--- config.mk ---
export PLATFORM = sky130hd
export DESIGN_NAME = counter_datapath
export DESIGN_NICKNAME = d
export VERILOG_FILES = /design/src/rtl/counter_datapath.sv
export SDC_FILE = /design/constraint.sdc
export NUM_CORES = 1
export LEC_CHECK = 0
export BUFFER_PORTS_ARGS = -buffer_cell sky130_fd_sc_hd__buf_2
export CAP_MARGIN = 20
export CORE_AREA = 2 2 64 66
export CTS_CLUSTER_DIAMETER = 100
export DETAILED_ROUTE_END_ITERATION = 6
export DIE_AREA = 0 0 66 68
export SLEW_MARGIN = 20
export SYNTH_ARGS = -nofsm -noshare
export SYNTH_HDL_FRONTEND = slang
export SYNTH_SLANG_ARGS = --single-unit
--- constraint.sdc ---
create_clock -name clk -period 1.4 [get_ports clk]
set_input_delay 0 -clock clk [delete_from_list [all_inputs] [get_ports clk]]
set_output_delay 0 -clock clk [all_outputs]
set_load 0.05 [all_outputs]
--- src/rtl/counter_datapath.sv ---
// Datapath of a set-bit counter: a right-shifting operand register, a saturating
// accumulator, and a result holding register with valid/acknowledge and overrun.
module counter_datapath #(
  parameter  int WIDTH = 16,
  localparam int CW    = $clog2(WIDTH + 1)
) (
  input  logic             clk,
  input  logic             rst,
  input  logic [WIDTH-1:0] in_A,
  input  logic             out_rst,
  input  logic             sft,
  input  logic             add,
  input  logic             done,
  input  logic             result_ack,
  output logic             z,
  output logic             a0,
  output logic [CW-1:0]    count,
  output logic [CW-1:0]    result,
  output logic             result_valid,
  output logic             overrun
);

  localparam logic [CW-1:0] COUNT_MAX = CW'(WIDTH);

  logic [WIDTH-1:0] a_reg;
  logic [CW-1:0]    count_reg;

  // The count can never exceed the number of operand bits, so it pins at WIDTH.
  function automatic logic [CW-1:0] sat_inc(input logic [CW-1:0] v);
    if (v >= COUNT_MAX) return COUNT_MAX;
    return v + 1'b1;
  endfunction

  // Controller strobes arrive on the falling edge and are stable here.
  always_ff @(posedge clk or negedge rst) begin
    if (!rst) begin
      a_reg     <= '0;
      count_reg <= '0;
    end else if (out_rst) begin
      a_reg     <= in_A;
      count_reg <= '0;
    end else begin
      if (sft) a_reg <= {1'b0, a_reg[WIDTH-1:1]};
      if (add) count_reg <= sat_inc(count_reg);
    end
  end

  // Result capture is independent of out_rst so a reload cannot disturb a held result.
  always_ff @(posedge clk or negedge rst) begin
    if (!rst) begin
      result       <= '0;
      result_valid <= 1'b0;
      overrun      <= 1'b0;
    end else if (done) begin
      result       <= count_reg;
      result_valid <= 1'b1;
      if (result_valid && !result_ack) overrun <= 1'b1;
    end else if (result_ack) begin
      result_valid <= 1'b0;
    end
  end

  assign z     = (a_reg == '0);
  assign a0    = a_reg[0];
  assign count = count_reg;

endmodule

==> results of run 1 <==
-- area by class of cell --
class / instances / area [µm²] / area share [%]
clock buffers: 3 / 41.29 / 2.337
clock inverters: 1 / 30.03 / 1.700
inverters: 4 / 15.01 / 0.8499
multi-input cells: 79 / 543.0 / 30.74
flip-flops and latches: 28 / 703.2 / 39.80
well taps: 50 / 62.56 / 3.541
repair buffers: 55 / 371.6 / 21.03
-- cell families after synthesis --
| logic type | Yosys count | synth area share [%] |
|---|---|---|
| adder cells (fa/ha/maj) | 2 | 1.945 |
| buffers and inverters | 11 | 4.766 |
| flip-flops | 28 | 54.47 |
| AO/OA/AOI/OAI | 26 | 10.99 |
| AND/OR/NAND/NOR | 31 | 11.77 |
| multiplexers | 20 | 16.05 |
-- per-layer routing --
| layer | GRT usage, % | wire length (µm) | up-vias |
|---|---|---|---|
| met5 | 0 | 0 | - |
| met4 | 4.592 | 10 | 0 |
| met3 | 2.138 | 143 | 2 |
| met2 | 25.76 | 1427 | 29 |
| met1 | 14.82 | 1188 | 514 |
| li1 | - | - | 514 |
-- timing repair --
action | in CTS | in global routing
hold buffers | 17 | 0
endpoints found under the hold margin | 44 | 0
setup endpoints to repair | 1 | 1
pin swaps | 2 | 1
gates resized for setup | 4 | 1
gates cloned | 0 | 0
buffers inserted | 2 | 0
-- worst max-delay path, delay by kind of cell (launching register included) --
| family | cells | cell delay, ps |
|---|---|---|
| buffers and inverters | 1 | 170 |
| AND/OR/NAND/NOR | 2 | 530 |
| flip-flops | 1 | 400 |
-- layout by cell type (no fill, tap or decap), types with 3 or more instances in the layout --
cell	n
o21ai_1	15
dfrtp_1	26
inv_1	3
o21ai_0	3
dlygate4sd3_1	17
nor4_2	3
buf_2	35
a21oi_1	4
mux2_1	5
nand2_1	18
mux2i_1	15
clkbuf_8	3
-- through the flow --
stage | utilization (%) | std cells
after floorplan | - | 118
after global placement | 38.51 | 197
after detailed placement | 38.51 | 197
after CTS | 45.65 | 220
after global routing | 45.81 | 220
final | 45.81 | 220
-- worst max path at each step --
stage	cells past startpoint	end	from	slack, ps
global placement	3	z	a_reg[7]	230
detailed placement	3	z	a_reg[12]	220
CTS	3	z	a_reg[9]	10
floorplan	3	count[3]	count[2]	20
finish	3	z	a_reg[9]	30
global route	3	z	a_reg[9]	-50
-- power groups by stage --
stage | sequential (mW) | clock, mW | combinational (mW)
after floorplan | 0.974 | 0 | 0.126
after global placement | 0.931 | 0 | 0.246
after detailed placement | 0.934 | 0 | 0.255
after CTS | 0.920 | 0.653 | 0.304
after global routing | 0.932 | 0.699 | 0.336
final | 0.923 | 0.628 | 0.302
==> results.py, run 1 <==
metrics = {
    "timing": {
        "layout_setup_ws_ps": 25.40,
        "finalCritPeriodShare_pct": 98.19,
        "slew_headroom_pct": 58.33,
        "fmax_ghz": 0.7275,
        "fin_crit_ps": 1375,
        "final_hold_viol_count": 0,
        "rsz0062_at_grt": "true",
        "worst_pin_slew_ps": 625.1,
        "holdWs_ps": 22.72,
        "finalClockSkew_ps": 5.597,
        "drv_slew": 0,
        "setup_viol": 0,
        "setup_tns_ps": 0,
    },
    "cells_and_area": {
        "largest_register_ffs": 16,
        "drive_above_1_share_pct": 28.82,
        "area_growth_pct": 37.35,
        "final_nets": 196,
        "fill_cells": 364,
        "final_cell_area_um2": 1767,
        "num_antenna_cells": 0,
    },
    "clock_network": {
        "cts-root-buf": "clkbuf_8",
        "cts.path.max_buffers": 2,
        "cts_tree": "yes",
        "cts_buffers": 3,
        "h-tree-depth": 1,
        "clkLatencyLatePin_ps": 270,
        "path_clk_slew_ps": 90,
        "cts_num_sinks": 28,
    },
    "power_and_ir_drop": {
        "power_leakage_nw": 0.8650,
        "p_int_mw": 1.385,
        "p_clk_share_pct": 33.9,
        "switching_share_pct": 25.27,
        "switching_power_mw": 0.4683,
        "vdd_ir_drop_max_v": 0.0004548,
        "power_frac_comb_pct": 16.3,
        "p_total_mw": 1.853,
        "seqPwrFrac_pct": 49.8,
        "power.density_nw_per_um2": 1049,
    },
    "floorplan": {
        "fp.dieH_um": 68,
        "core_um2": 3856,
        "rows": 23,
        "die_w_um": 66,
        "initial_core_util_pct": 33.35,
        "dieArea_um2": 4488,
        "ios": 37,
    },
    "grt": {
        "antenna_found_initial": 0,
        "grt_usage_pct": 13.32,
        "grt_max_degree": 38,
        "overflow": 0,
        "grt_pass1_vias": 1088,
        "grt_pass1_wl_um": 4623,
    },
    "synthesis": {
        "netlist_top_cells_count": "dfrtp_1, nand2_1, mux2i_1, o21ai_1, mux2_1",
        "ys_warn_count": 0,
        "seq_area_frac_synth_pct": 54.47,
        "synth-main-ff-cell": "dfrtp_1",
        "yosysMostFrequentCell": "dfrtp_1",
        "synth_top_area_share_pct": 54.47,
        "synth_cells": 118,
        "ys_types": 27,
        "synth_seq_cells": 28,
        "async_flop_share_pct": 100.0,
        "syn_area_per_cell_um2": 10.90,
        "syn_nets": 143,
        "synth_edf_count": 0,
        "synth_largest_area_cell": "dfrtp_1",
        "synth_top_cells_by_area": "dfrtp_1, mux2i_1, o21ai_1",
        "syn_area_um2": 1286,
    },
    "routing": {
        "drt.antenna.violating_nets": 0,
        "vias": 1059,
        "drt-pass1-iter-count": 4,
        "wl_um": 2769,
        "drc_errors": 0,
        "drtIter0Drc": 71,
        "viasPerCell": 4.814,
        "wl_per_cell_um": 12.59,
    },
    "critical_path": {
        "startpoint_type": "flop",
        "endpoint_kind": "output pin",
        "path_max_fanout": 2,
        "slowest_stage": "dfrtp_1",
        "cp_slowest_stage_delay_ps": 400,
        "rr_worst_depth": 2,
        "cp_data_arrival_time_ps": 1370,
        "crit_chain": "nor4_2 > and4_1 > buf_6",
        "r2r-end": "count[3]",
        "crit_required_ps": 1400,
        "worstSetupPathType": "reg -> out",
        "timing.rr.start": "count[4]",
        "r2r_setup_slack_ps": 210,
    },
    "flow_run": {
        "maxCapViolCount": 0,
    },
    "place": {
        "port_buffers": 36,
        "dp_hpwl_um": 1861,
        "dp_slack_ps": 221.6,
        "placed_area_um2": 1485,
        "gp_congestion": 0.7028,
    },
    "min_path": {
        "hp-start": "result_ack",
        "hold_path_class": "in -> reg",
        "hold_end": "result_valid",
        "whs_path_depth": 3,
    },
    "run_status": {
        "status": "completed",
    },
}
Note: power is estimated with default switching activity, not from simulation.
==> inputs of run 2 (changes only) <==
==> constraint.sdc (replaced) <==
create_clock -name clk -period 1.45 [get_ports clk]
set_input_delay 0 -clock clk [delete_from_list [all_inputs] [get_ports clk]]
set_output_delay 0 -clock clk [all_outputs]
set_load 0.05 [all_outputs]
==> results.py, run 2 (same netlist as run 1, synthesis figures left out) <==
metrics = {
    "run_status": {
        "status": "completed",
    },
    "floorplan": {
        "ios": 37,
        "initial_core_util_pct": 33.35,
        "dieArea_um2": 4488,
        "fp.dieH_um": 68,
        "rows": 23,
        "die_w_um": 66,
        "core_um2": 3856,
    },
    "critical_path": {
        "cp_data_arrival_time_ps": 1390,
        "timing.rr.start": "count[0]",
        "endpoint_kind": "output pin",
        "worstSetupPathType": "reg -> out",
        "crit_required_ps": 1450,
        "r2r_setup_slack_ps": 220,
        "startpoint_type": "flop",
        "rr_worst_depth": 4,
        "path_max_fanout": 3,
        "r2r-end": "count[2]",
    },
    "routing": {
        "wl_met2_um": 1301,
        "highest_layer": "met4",
        "viasPerCell": 4.699,
        "drt-pass1-iter-count": 4,
        "wl_per_cell_um": 12.27,
        "wl_met1_um": 1239,
        "drtIter0Drc": 86,
        "wl_um": 2687,
        "drc_errors": 0,
        "drt.antenna.violating_nets": 0,
        "vias": 1029,
        "wl_met3_um": 133,
    },
    "clock_network": {
        "h-tree-depth": 1,
        "cts-root-buf": "clkbuf_8",
        "cts_buffers": 3,
        "cts_tree": "yes",
        "cts.path.max_buffers": 2,
        "clkLatencyLatePin_ps": 280,
        "cts_num_sinks": 28,
        "path_clk_slew_ps": 100,
    },
    "cells_and_area": {
        "largest_register_ffs": 16,
        "drive_above_1_share_pct": 27.22,
        "num_antenna_cells": 0,
        "mostFrequentLayoutCells": "buf_2, dfrtp_1, nand2_1, dlygate4sd3_1",
        "multi_input_comb_area_um2": 543.0,
        "area_growth_pct": 36.58,
        "mostFrequentLayoutCell": "buf_2",
        "fill_cells": 365,
        "ff_latch_area_um2": 700.7,
        "final_nets": 195,
        "final_cell_area_um2": 1757,
    },
    "grt": {
        "grt_pass1_vias": 1008,
        "overflow": 0,
        "grt_usage_pct": 12.58,
        "antenna_found_initial": 0,
        "grt_max_degree": 38,
        "grt_pass1_wl_um": 4402,
    },
    "timing": {
        "finalCritPeriodShare_pct": 95.89,
        "slew_headroom_pct": 58.49,
        "final_hold_viol_count": 0,
        "layout_setup_ws_ps": 59.60,
        "drv_slew": 0,
        "worst_pin_slew_ps": 622.7,
        "rsz0062_at_grt": "true",
        "finalClockSkew_ps": 5.871,
        "fin_crit_ps": 1390,
        "setup_viol": 0,
        "fmax_ghz": 0.7192,
    },
    "power_and_ir_drop": {
        "switching_share_pct": 25.80,
        "power_leakage_nw": 0.8630,
        "seqPwrFrac_pct": 49.6,
        "p_int_mw": 1.333,
        "p_total_mw": 1.796,
        "p_clk_share_pct": 34.7,
        "switching_power_mw": 0.4634,
        "power_frac_comb_pct": 15.7,
        "power.density_nw_per_um2": 1023,
        "vdd_ir_drop_max_v": 0.0004170,
    },
    "place": {
        "port_buffers": 36,
        "dp_slack_ps": 261.6,
        "gp_congestion": 0.6904,
        "dp_hpwl_um": 1842,
        "placed_area_um2": 1483,
    },
    "min_path": {
        "hold_end": "result_valid",
        "hold_path_class": "in -> reg",
        "whs_path_depth": 3,
        "hp-start": "result_ack",
    },
    "flow_run": {
        "maxCapViolCount": 0,
    },
}
run 2: routing by layer:
metal / GRT usage [%] / vias up
li1: - / 514
met1: 15.23 / 480
met2: 23.36 / 33
met3: 2.632 / 2
met4: 2.296 / 0
met5: 0 / -
run 2: per-stage QoR:
step	hold slack, ps	utilization, %	instances	setup TNS (ps)
after detailed placement	56.03	38.45	197	0
after global placement	45.92	38.45	197	0
after global routing	4.389	45.55	219	-22.42
after floorplan	-295.6	-	118	0
after CTS	15.23	44.78	218	0
final	21.20	45.55	219	0
run 2: worst max path at each step:
stage	from	end	slack [ps]	depth (start not counted)
4_1_cts	a_reg[4]	z	2	3
6_report	a_reg[7]	z	60	3
2_1_floorplan	count[0]	count[2]	20	4
3_3_place_gp	a_reg[4]	z	280	3
5_1_grt	a_reg[9]	z	-20	3
3_5_place_dp	count[0]	count[2]	260	4
run 2: final cells by class:
type | instances | area share, %
inverter | 4 | 0.8547
clock buffer | 3 | 2.350
timing repair buffer | 54 | 20.73
sequential | 28 | 39.89
tap | 50 | 3.561
clock inverter | 1 | 1.709
multi-input combinational | 79 | 30.91
run 2: what timing repair did:
| action | 4_1_cts | 5_1_grt |
|---|---|---|
| endpoints found under the setup margin | 1 | 1 |
| endpoints found under the hold margin | 44 | 0 |
| hold buffers | 17 | 0 |
| gates resized for setup | 1 | 4 |
| buffers inserted | 0 | 1 |
| pin swaps | 0 | 2 |
run 2: worst max-delay path, stage by stage (launching register included):
cell     delay (ps)
dfrtp_1         420
nor4_1          280
and4_1          250
buf_6           160
run 2: power by group through the flow:
stage	Clock [mW]	Combinational [mW]	Sequential (mW)
6_report	0.622	0.282	0.892
5_1_grt	0.678	0.310	0.902
4_1_cts	0.632	0.279	0.886
3_5_place_dp	0	0.244	0.901
3_3_place_gp	0	0.238	0.898
2_1_floorplan	0	0.121	0.939
